## config.mk

```make
export PLATFORM = sky130hd
export DESIGN_NAME = dual_line_read_scheduler
export DESIGN_NICKNAME = d
export VERILOG_FILES = /design/src/rtl/dual_line_read_scheduler.sv
export SDC_FILE = /design/constraint.sdc
export NUM_CORES = 1
export LEC_CHECK = 0
export BUFFER_PORTS_ARGS = -buffer_cell sky130_fd_sc_hd__buf_2
export CAP_MARGIN = 20
export CORE_ASPECT_RATIO = 1.2
export CORE_MARGIN = 2
export CORE_UTILIZATION = 38
export DETAILED_ROUTE_END_ITERATION = 10
export PLACE_DENSITY_LB_ADDON = 0.2
export SYNTH_ARGS = -nofsm -noshare
export SYNTH_HDL_FRONTEND = slang
export SYNTH_SLANG_ARGS = --single-unit
```

## constraint.sdc

```tcl
create_clock -name clk -period 4.1 [get_ports clk]
set_input_delay 0.82 -clock clk [delete_from_list [all_inputs] [get_ports clk]]
set_output_delay 0.82 -clock clk [all_outputs]
set_load 0.005 [all_outputs]
```

## src/rtl/dual_line_read_scheduler.sv

```systemverilog
// Dual-camera line read scheduler: gates the HDMI timing generator and
// interleaves the two per-camera ping-pong line buffers onto one output line.
//
// Ports:
//   clk, rst           pixel clock, synchronous active-high reset
//   cam_fs[1:0]        per-camera frame-start pulse (bit0 = cam0)
//   line_wr_done[1:0]  per-camera "line written into current bank" pulse
//   fv, lv             frame/line valid from the timing generator
//   tg_rstn            timing generator enable (0 holds it in reset)
//   rd_en, rd_sel      line-buffer read strobe, camera being read
//   rd_bank, rd_addr   ping-pong bank and pixel address of the read
//   synced             high while in RUN
//   underrun, overrun  sticky error flags, cleared only by rst
//   underrun_cnt[7:0]  saturating underrun event count
//                      (present only when UNDERRUN_CNT_EN is defined)
//
// Build option: define UNDERRUN_CNT_EN to add the underrun_cnt output.
module dual_line_read_scheduler #(
    parameter int LINE_PIX    = 960,
    parameter int ADDR_W      = 11,
    parameter int START_LINES = 2
) (
    input  logic              clk,
    input  logic              rst,
    input  logic [1:0]        cam_fs,
    input  logic [1:0]        line_wr_done,
    input  logic              fv,
    input  logic              lv,
    output logic              tg_rstn,
    output logic              rd_en,
    output logic              rd_sel,
    output logic              rd_bank,
    output logic [ADDR_W-1:0] rd_addr,
    output logic              synced,
    output logic              underrun,
`ifdef UNDERRUN_CNT_EN
    output logic [7:0]        underrun_cnt,
`endif
    output logic              overrun
);

    typedef enum logic [1:0] {
        IDLE,
        FILL,
        RUN,
        RESYNC
    } state_t;

    localparam logic [ADDR_W-1:0] LAST = ADDR_W'(LINE_PIX - 1);
    localparam logic [1:0] START_C = 2'(START_LINES);

    state_t      state;
    state_t      state_nx;
    logic [1:0]  fs_seen;
    logic [1:0]  cred0;
    logic [1:0]  cred1;
    logic [1:0]  cred0_nx;
    logic [1:0]  cred1_nx;
    logic [1:0]  bank;
    logic        lv_q;
    logic        reading;

    logic        lv_rise;
    logic        last_addr;
    logic        done0;
    logic        done1;
    logic        abort;
    logic        start_ok;
    logic        start_bad;
    logic [1:0]  inc;
    logic [1:0]  ovf;

    // Credit step: +1 saturating at 2, -1, or hold when both or neither.
    function automatic logic [1:0] cred_step(
        input logic [1:0] c,
        input logic       up,
        input logic       dn
    );
        logic [1:0] r;
        r = c;
        if (up && !dn) begin
            r = (c == 2'd2) ? 2'd2 : c + 2'd1;
        end else if (dn && !up) begin
            r = (c == 2'd0) ? 2'd0 : c - 2'd1;
        end
        return r;
    endfunction

    always_comb begin
        lv_rise   = fv & lv & ~lv_q;
        last_addr = (rd_addr == LAST);
        // cam0 half completes only if the line was not cut short on
        // that very cycle; the final cam1 beat completes regardless,
        // because lv legitimately falls while it is being read.
        done0     = reading & ~rd_sel & last_addr & lv;
        done1     = reading & rd_sel & last_addr;
        abort     = reading & ~lv & ~done1;
        start_ok  = (state == RUN) & lv_rise & ~reading
                  & (cred0 != 2'd0) & (cred1 != 2'd0);
        start_bad = (state == RUN) & lv_rise & ~reading
                  & ((cred0 == 2'd0) | (cred1 == 2'd0));
        // Writes before the camera's frame start are not counted.
        inc       = line_wr_done & fs_seen
                  & {2{state != RESYNC}};
        ovf[0]    = inc[0] & ~done0 & (cred0 == 2'd2);
        ovf[1]    = inc[1] & ~done1 & (cred1 == 2'd2);
        cred0_nx  = cred_step(cred0, inc[0], done0);
        cred1_nx  = cred_step(cred1, inc[1], done1);
    end

    always_comb begin
        state_nx = state;
        unique case (state)
            IDLE: begin
                if (fs_seen == 2'b11) begin
                    state_nx = FILL;
                end
            end
            FILL: begin
                if (cred0 >= START_C && cred1 >= START_C) begin
                    state_nx = RUN;
                end
            end
            RUN: begin
                if (start_bad) begin
                    state_nx = RESYNC;
                end
            end
            RESYNC: begin
                state_nx = IDLE;
            end
            default: begin
                state_nx = IDLE;
            end
        endcase
    end

    always_ff @(posedge clk) begin
        if (rst) begin
            state <= IDLE;
        end else begin
            state <= state_nx;
        end
    end

    always_ff @(posedge clk) begin
        if (rst) begin
            fs_seen  <= 2'b00;
            cred0    <= 2'd0;
            cred1    <= 2'd0;
            bank     <= 2'b00;
            lv_q     <= 1'b0;
            reading  <= 1'b0;
            rd_sel   <= 1'b0;
            rd_addr  <= '0;
            underrun <= 1'b0;
            overrun  <= 1'b0;
        end else begin
            lv_q <= lv;
            if (state == RESYNC) begin
                fs_seen <= 2'b00;
                cred0   <= 2'd0;
                cred1   <= 2'd0;
                bank    <= 2'b00;
                reading <= 1'b0;
                rd_sel  <= 1'b0;
                rd_addr <= '0;
            end else begin
                if (state == IDLE) begin
                    fs_seen <= fs_seen | cam_fs;
                end
                cred0   <= cred0_nx;
                cred1   <= cred1_nx;
                overrun <= overrun | (|ovf);
                if (done0) begin
                    bank[0] <= ~bank[0];
                end
                if (done1) begin
                    bank[1] <= ~bank[1];
                end
                if (start_ok) begin
                    reading <= 1'b1;
                    rd_sel  <= 1'b0;
                    rd_addr <= '0;
                end else if (abort || done1) begin
                    reading <= 1'b0;
                    rd_sel  <= 1'b0;
                    rd_addr <= '0;
                end else if (reading) begin
                    if (last_addr) begin
                        rd_sel  <= 1'b1;
                        rd_addr <= '0;
                    end else begin
                        rd_addr <= rd_addr + 1'b1;
                    end
                end
                if (start_bad) begin
                    underrun <= 1'b1;
                end
            end
        end
    end

`ifdef UNDERRUN_CNT_EN
    always_ff @(posedge clk) begin
        if (rst) begin
            underrun_cnt <= 8'd0;
        end else if (start_bad && underrun_cnt != 8'hFF) begin
            underrun_cnt <= underrun_cnt + 8'd1;
        end
    end
`endif

    always_comb begin
        tg_rstn = (state == RUN);
        synced  = (state == RUN);
        rd_en   = reading;
        rd_bank = rd_sel ? bank[1] : bank[0];
    end

endmodule

```

==> impl_metrics.toml, run 1 <==
[global_routing]
grt_overflow_total = 0
grt_pass1_vias = 1099
grt_max_degree = 16
gr-usage-all-layers_pct = 14.31
antenna_found_initial = 0
grt_pass1_wl_um = 4581

[logic_synthesis]
ys_ff_latch = 26
avgSynthCellArea_um2 = 8.799
ys_types = 36
ys.flop_type = "dfxtp_1"
syn_nets = 176
synth.largest_area_cell = "dfxtp_1"
synth_warnings = 0
synth.area.top_cells = "dfxtp_1 (38%), ha_1 (13%), nor2_1 (7.2%)"
synth_area_um2 = 1355
postSynthCellCount = 154
ys_seq_area_share_pct = 38.41
synth_top_area_share_pct = 38.41
synthArstFlopShare_pct = 0
ys_top_cells_by_count = "dfxtp_1 (26), nor2_1 (26), ha_1 (14)"
synth-edff-count = 0

[die]
pin_count = 26
start_util_pct = 40.25
core_area_um2 = 3367
die_w_um = 58.51
num_rows = 23
die_h_um = 69.42
die_area_um2 = 4061

[layout]
fin_nets = 203
drive_gt1_share_pct = 19.44
seq_area_um2 = 520.5
fill_cells = 339
fin_cells = 217
syn_to_final_growth_pct = 16.81
multi_input_area_um2 = 778.2
n_antenna_cell = 0
final_area_um2 = 1583

[place]
gp_congestion = 0.7616
io_buffer_count = 25
placed_cells = 213
post-dp-hpwl_um = 2138
placed_area_um2 = 1511

[pwr]
ir_worst_vdd_mv = 0.1875
internal_power_w = 0.0004470
switching_power_w = 0.0001605
clockPowerShare_pct = 35.1
powerDensity_nw_per_um2 = 383.9
comb_power_share_pct = 18.4
power.leakage_nw = 0.6697
switching_share_pct = 26.42
seq_power_share_pct = 46.5

[route]
top_layer = "met4"
wl_per_cell_um = 12.52
firstDrtPassIters = 4
drcViolationCount = 0
ant_nets = 0
drt_iter0_markers = 42
viasPerCell = 5.124
drt_wl_total_um = 2716
route.met2.wl_um = 1384
wl_met1_um = 1176
num_vias = 1112
met3_wirelength_um = 98

[cts]
post_cts_buffers = 0
clock_sink_count = 26
htree_levels = 1
cts_inserted_buffers = 3
cts_tree = "built"
cts_hold_buffers = 0
clk_path_buf_depth = 2
path_clk_slew_ps = 90
cts_resized = 0
root_buffer = "clkbuf_8"
clk_latency_ps = 270

[setup_path]
crit_path_max_fanout = 5
path_delay_family = "simple AND/OR/NAND/NOR gates"
worst-setup-path-type = "flop to flop"
critPathLaunchType = "flop"
cp_slowest_cell = "dfxtp_1"
setup.worst_path.end_class = "flop"
max_stage_delay_ps = 400
arrival_ps = 2290
crit_chain = "ha_1, nand3_1, nor4_1, nand3_1, ha_1, a211oi_1, a211oi_1"
path_buf_inv = 0
required_ps = 4260

[timing]
relSlewSlack_pct = 67.85
fin_skew_ps = 3.455
setup_viol = 0
rsz0062_at_grt = "false"
hold_viol = 0
maxSlewViolCount = 0
setup_tns_ps = 0
max_freq_ghz = 0.4703
fin_crit_sh_pct = 51.86
min_period_ps = 2126
tightestPinTransition_ps = 475.8

[run_status]
status = "complete, no violations"

[run]
maxCapViolations = 0

[worst_hold_path]
min_path_type = "flop to flop"
[worst reg2reg max path, stage by stage, from the launching register on]
cell	delay (ps)
dfxtp_1	400
ha_1	240
nand3_1	180
nor4_1	360
nand3_1	170
ha_1	370
a211oi_1	220
a211oi_1	80
[area by class of cell]
class                           instances  area share (%)
Tap cell                               37           2.925
Clock inverter                          1           1.897
Clock buffer                            3           2.609
Inverter                               11           2.609
Timing Repair Buffer                   25           7.905
Multi-Input combinational cell        114           49.17
Sequential cell                        26           32.89
[state kept, by name (all words and copies together) (netlist names)]
register  count
bank          2
cred0         2
cred1         2
fs_seen       2
lv_q          1
overrun       1
rd_addr      11
rd_en         1
rd_sel        1
state         2
underrun      1
[per-layer routing]
layer  vias to the layer above  global-route usage [%]
met4                         0                   7.235
met5                         -                       0
li1                        584                       -
met3                         4                   2.612
met2                        18                   25.72
met1                       506                   15.32
[metrics by stage]
| step | power (W) | hold slack [ps] | setup WS [ps] | utilization [%] |
|---|---|---|---|---|
| floorplan | 0.0003697 | 451.3 | 2278 | - |
| global placement | 0.0003925 | 451.7 | 1970 | 44.89 |
| detailed placement | 0.0004006 | 457.2 | 1948 | 44.89 |
| CTS | 0.0006123 | 483.3 | 1940 | 47.01 |
| global route | 0.0006378 | 516.7 | 1715 | 47.01 |
| finish | 0.0006075 | 480.6 | 1974 | 47.01 |
[placed cells by master (no fill, tap or decap), types with 2 or more instances in the layout]
cell / instances
a211oi_1: 8
a21oi_1: 5
a22oi_1: 2
buf_2: 25
clkbuf_8: 3
dfxtp_1: 26
ha_1: 14
inv_1: 11
mux2_2: 2
nand2_1: 11
nand3_1: 4
nand4_1: 2
nor2_1: 26
nor2b_1: 5
nor3_1: 2
nor4_1: 3
o21ai_0: 3
o41ai_1: 2
xnor2_1: 6
xor2_1: 3
[cell families after synthesis]
kind of cell             Yosys count  synth area share, %
AO/OA/AOI/OAI                     26                13.20
XOR/XNOR                           9                5.817
buffers and inverters             14                4.156
adder cells (fa/ha/maj)           14                12.93
multiplexers                       3                2.401
flip-flops                        26                38.41
AND/OR/NAND/NOR                   62                23.09
[power by group through the flow]
| stage | clock (W) | combinational (W) | sequential (W) |
|---|---|---|---|
| 2_1_floorplan | 0 | 0.0000842 | 0.000285 |
| 3_3_place_gp | 0 | 0.000105 | 0.000287 |
| 3_5_place_dp | 0 | 0.000113 | 0.000288 |
| 4_1_cts | 0.000217 | 0.000113 | 0.000282 |
| 5_1_grt | 0.000224 | 0.000129 | 0.000285 |
| 6_report | 0.000213 | 0.000112 | 0.000282 |
[final timing paths]
path	startpoint	cells past startpoint	slack (ps)	to
worst min register to register	overrun$_SDFFE_PP0P_	2	480	overrun$_SDFFE_PP0P_
worst min-delay path	overrun$_SDFFE_PP0P_	2	480	overrun$_SDFFE_PP0P_
worst max register to register	rd_addr[0]$_SDFFE_PP0P_	7	1970	cred0[1]$_SDFFE_PP0P_
worst max-delay path	rd_addr[0]$_SDFFE_PP0P_	7	1970	cred0[1]$_SDFFE_PP0P_
Power figures use the tool's default switching activity.
==> run 2: changes to the inputs <==
==> constraint.sdc (replaced) <==
create_clock -name clk -period 2.1 [get_ports clk]
set_input_delay 0.42 -clock clk [delete_from_list [all_inputs] [get_ports clk]]
set_output_delay 0.42 -clock clk [all_outputs]
set_load 0.005 [all_outputs]
==> run 2 against run 1 <==
Clock power up 93%. Global-route usage is 1.1 points higher. First-iteration DRC count is 24% lower. Critical endpoint is now cred1[1]$_SDFFE_PP0P_. Largest power group unchanged.
==> impl_metrics.toml, run 2 (synthesis gave the netlist of run 1 again) <==
[run_status]
status = "complete, no violations"

[global_routing]
grt_pass1_wl_um = 4933
antenna_found_initial = 0
gr-usage-all-layers_pct = 15.38
grt_overflow_total = 0
grt_max_degree = 16
grt_pass1_vias = 1172

[place]
io_buffer_count = 25
post-dp-hpwl_um = 2256
placed_cells = 215
pre_cts_slack_ps = 69.36
gp_congestion = 0.8200

[pwr]
power.leakage_nw = 0.6818
powerDensity_nw_per_um2 = 722.3
power.total_w = 0.001183
ir_worst_vdd_mv = 0.4539

[die]
start_util_pct = 40.25
die_w_um = 58.51
num_rows = 23
die_h_um = 69.42
pin_count = 26
core_area_um2 = 3367
die_area_um2 = 4061

[timing]
setup_viol = 0
hold_viol = 0
setup_slack_ps = 201.0
tightestPinTransition_ps = 531.2
max_freq_ghz = 0.5266
relSlewSlack_pct = 64.10
maxSlewViolCount = 0
fin_crit_sh_pct = 90.43
min_period_ps = 1899
setup_tns_ps = 0
rsz0062_at_grt = "false"
fin_skew_ps = 9.621

[route]
ant_nets = 0
drt_iter0_markers = 32
wl_per_cell_um = 13.07
num_vias = 1176
drt_wl_total_um = 2876
drcViolationCount = 0
firstDrtPassIters = 4
viasPerCell = 5.345

[setup_path]
required_ps = 2250
crit_path_max_fanout = 4
setup.worst_path.end_class = "flop"
worst-setup-path-type = "flop to flop"
arrival_ps = 2050
critPathLaunchType = "flop"

[cts]
cts_inserted_buffers = 3
root_buffer = "clkbuf_8"
htree_levels = 1
clock_sink_count = 26
path_clk_slew_ps = 90
clk_latency_ps = 270
clk_path_buf_depth = 2
cts_tree = "built"

[layout]
final_common_cell = "nor2_1"
top_register = "rd_addr"
syn_to_final_growth_pct = 20.87
drive_gt1_share_pct = 24.59
fill_cells = 339
fin_cells = 220
n_antenna_cell = 0
layout_common_cells = "nor2_1 (26), buf_2 (25), dfxtp_1 (24), ha_1 (12)"
largest_register_ffs = 11
fin_nets = 206

[worst_hold_path]
min_path_type = "input port to flop"

[run]
maxCapViolations = 0
[run 2: report_power, final]
group	switching, W	internal (W)
clock network	0.000157	0.000255
logic	0.000127	0.0000921
registers	0.0000266	0.000526
[run 2: critical path: stages, from the launching register on]
cell      delay (ps)
dfxtp_2          370
ha_2             220
nand3_2          110
nor4_4           260
buf_4            150
nand2_1           50
ha_1             350
a211oi_1         210
a211oi_1          70
[run 2: layout make-up]
type / count / area (um^2) / share of cell area, %
clock buffer: 3 / 41.29 / 2.521
clock inverter: 1 / 30.03 / 1.833
inverter: 11 / 41.29 / 2.521
multi-input combinational: 114 / 808.3 / 49.35
sequential: 26 / 523.0 / 31.93
tap: 37 / 46.29 / 2.827
timing repair buffer: 28 / 147.6 / 9.015
[run 2: path summary, 6_finish.rpt]
kind | from | cells after the start | to | slack, ps
setup / recovery | rd_addr[0]$_SDFFE_PP0P_ | 8 | cred1[1]$_SDFFE_PP0P_ | 200
hold / removal | rst | 2 | lv_q$_SDFF_PP0_ | 370
setup reg to reg | rd_addr[0]$_SDFFE_PP0P_ | 8 | cred1[1]$_SDFFE_PP0P_ | 200
hold reg to reg | overrun$_SDFFE_PP0P_ | 2 | overrun$_SDFFE_PP0P_ | 480
[run 2: per-stage QoR]
step | area [um^2] | utilization [%] | hold WS (ps)
final | 1638 | 48.64 | 365.3
after global routing | 1638 | 48.64 | 364.1
after CTS | 1598 | 47.45 | 361.3
after detailed placement | 1526 | 45.34 | 463.6
after global placement | 1526 | 45.34 | 451.8
after floorplan | 1355 | - | 451.3
[run 2: what timing repair did]
action	CTS	global route
hold buffers	0	0
hold endpoints to repair	0	0
endpoints found under the setup margin	0	5
resized for setup	0	8
setup buffers	0	1
[run 2: routing by layer]
| metal | global-route usage (%) | wire, um |
|---|---|---|
| met1 | 16.40 | 1189 |
| met2 | 28.21 | 1521 |
| met3 | 3.172 | 113 |
| met4 | 6.202 | 51 |
| met5 | 0 | 0 |
==> run 3: changes to the inputs <==
--- a/config.mk
+++ b/config.mk
@@ -11,7 +11,7 @@
 export CORE_MARGIN = 2
 export CORE_UTILIZATION = 38
 export DETAILED_ROUTE_END_ITERATION = 10
-export PLACE_DENSITY_LB_ADDON = 0.2
+export PLACE_DENSITY = 0.6
 export SYNTH_ARGS = -nofsm -noshare
 export SYNTH_HDL_FRONTEND = slang
 export SYNTH_SLANG_ARGS = --single-unit
==> run 3 against run 2 <==
Setup slack got worse by 33 ps. Via count is 2.0% lower. Sequential share of layout area grew 0.49 points. Clock skew down 6.0 ps. Largest cell class unchanged.
==> impl_metrics.toml, run 3 (synthesis gave the netlist of run 1 again) <==
[cts]
clock_sink_count = 26
htree_levels = 1
cts_inserted_buffers = 3
root_buffer = "clkbuf_8"
clk_path_buf_depth = 2
cts_tree = "built"
path_clk_slew_ps = 90
clk_latency_ps = 260
post_cts_buffers = 0

[setup_path]
ff2ff_path_depth = 6
crit_path_max_fanout = 5
arrival_ps = 2080
reg2reg_slack_ps = 170
r2r-start = "rd_addr[7]$_SDFFE_PP0P_"
worst-setup-path-type = "flop to flop"
timing.rr.end = "cred0[1]$_SDFFE_PP0P_"
required_ps = 2250
setup.worst_path.end_class = "flop"
critPathLaunchType = "flop"

[route]
num_vias = 1152
firstDrtPassIters = 4
drt_wl_total_um = 2862
drt_iter0_markers = 39
wl_per_cell_um = 13.01
drcViolationCount = 0
viasPerCell = 5.236
ant_nets = 0

[timing]
hold_viol = 0
setup_viol = 0
fin_skew_ps = 3.587
max_freq_ghz = 0.5176
relSlewSlack_pct = 69.07
maxSlewViolCount = 0
setup_slack_ps = 168.1
min_period_ps = 1932
tightestPinTransition_ps = 459.1
fin_crit_sh_pct = 91.99

[layout]
fin_nets = 207
drive_gt1_share_pct = 22.40
largest_register_ffs = 11
final_area_um2 = 1605
n_antenna_cell = 0
top_register = "rd_addr"
syn_to_final_growth_pct = 18.47
layout_common_cells = "nor2_1 (26), dfxtp_1 (26), buf_2 (25), ha_1 (13)"

[pwr]
ir_worst_vdd_mv = 0.3382
powerDensity_nw_per_um2 = 654.2
power.leakage_nw = 0.6735
power.total_w = 0.001050

[place]
placed_area_um2 = 1541
io_buffer_count = 25
post-dp-hpwl_um = 2312
pre_cts_slack_ps = -4.257
gp_congestion = 0.8005

[die]
num_rows = 23
die_h_um = 69.42
start_util_pct = 40.25
die_area_um2 = 4061
pin_count = 26
die_w_um = 58.51
core_area_um2 = 3367

[global_routing]
gr-usage-all-layers_pct = 15.68
grt_pass1_wl_um = 5043
grt_overflow_total = 0
grt_max_degree = 14
antenna_found_initial = 0
grt_pass1_vias = 1208

[worst_hold_path]
min_path_type = "input port to flop"
holdPathEnd = "lv_q$_SDFF_PP0_"
worstHoldPathCells = 2
worstHoldStart = "rst"

[run]
maxCapViolations = 0

[run_status]
status = "complete, no violations"
==> run 3: cell types whose count changed in the layout (fill, tap and decap cells not counted), sizes merged <==
cell and change:
buf +1, bufinv -1
==> run 3: power breakdown <==
group          leakage, nW  internal [W]  total (W)  switching, W
combinational        0.441     0.0000943   0.000223      0.000128
clock               0.0216      0.000128   0.000276      0.000148
sequential           0.211      0.000526   0.000551     0.0000254
total                0.673      0.000749    0.00105      0.000302
==> run 3: final cells by class <==
class / count / area (um^2)
repair buffers: 29 / 155.1
fillers: 326 / 1762
well taps: 37 / 46.29
clock buffers: 3 / 41.29
multi-input cells: 114 / 800.8
inverters: 11 / 41.29
flip-flops and latches: 26 / 520.5
==> run 3: what timing repair did <==
item | in CTS | in global routing
gates resized for setup | 1 | 3
hold buffers | 0 | 0
setup endpoints to repair | 3 | 5
==> run 3: layer usage <==
| layer | vias to the layer above | track usage, % | share of wire [%] |
|---|---|---|---|
| li1 | 594 | - | - |
| met1 | 540 | 16.07 | 42 |
| met2 | 16 | 30.09 | 54 |
| met3 | 2 | 2.425 | 3.2 |
| met4 | 0 | 6.202 | 0.84 |
| met5 | - | 0 | 0 |
==> run 3: per-stage QoR <==
stage	hold slack, ps	std cells	setup TNS, ps	util (%)
detailed placement	467.5	217	-4.257	45.78
global placement	457.9	217	0	45.78
floorplan	451.3	154	0	-
global route	389.5	220	-0.006217	47.68
CTS	374.3	220	0	47.19
finish	383.8	220	0	47.68
==> run 3: how the worst max path moves through the flow <==
stage                       startpoint                    end  slack (ps)  depth (start not counted)
2_1_floorplan  rd_addr[0]$_SDFFE_PP0P_   overrun$_SDFFE_PP0P_         280                          9
3_3_place_gp   rd_addr[0]$_SDFFE_PP0P_   overrun$_SDFFE_PP0P_         140                          9
3_5_place_dp   rd_addr[0]$_SDFFE_PP0P_  cred0[1]$_SDFFE_PP0P_          -4                          7
4_1_cts        rd_addr[0]$_SDFFE_PP0P_  cred0[1]$_SDFFE_PP0P_          40                          7
5_1_grt        rd_addr[0]$_SDFFE_PP0P_  cred0[1]$_SDFFE_PP0P_      -0.006                          7
6_report       rd_addr[7]$_SDFFE_PP0P_  cred0[1]$_SDFFE_PP0P_         170                          6
==> run 3: critical path: stages (launching register included) <==
cell and delay, ps:
dfxtp_1 410, nand3_1 210, nor4_4 350, nand3_1 160, ha_1 370, a211oi_1 250
a211oi_1 70
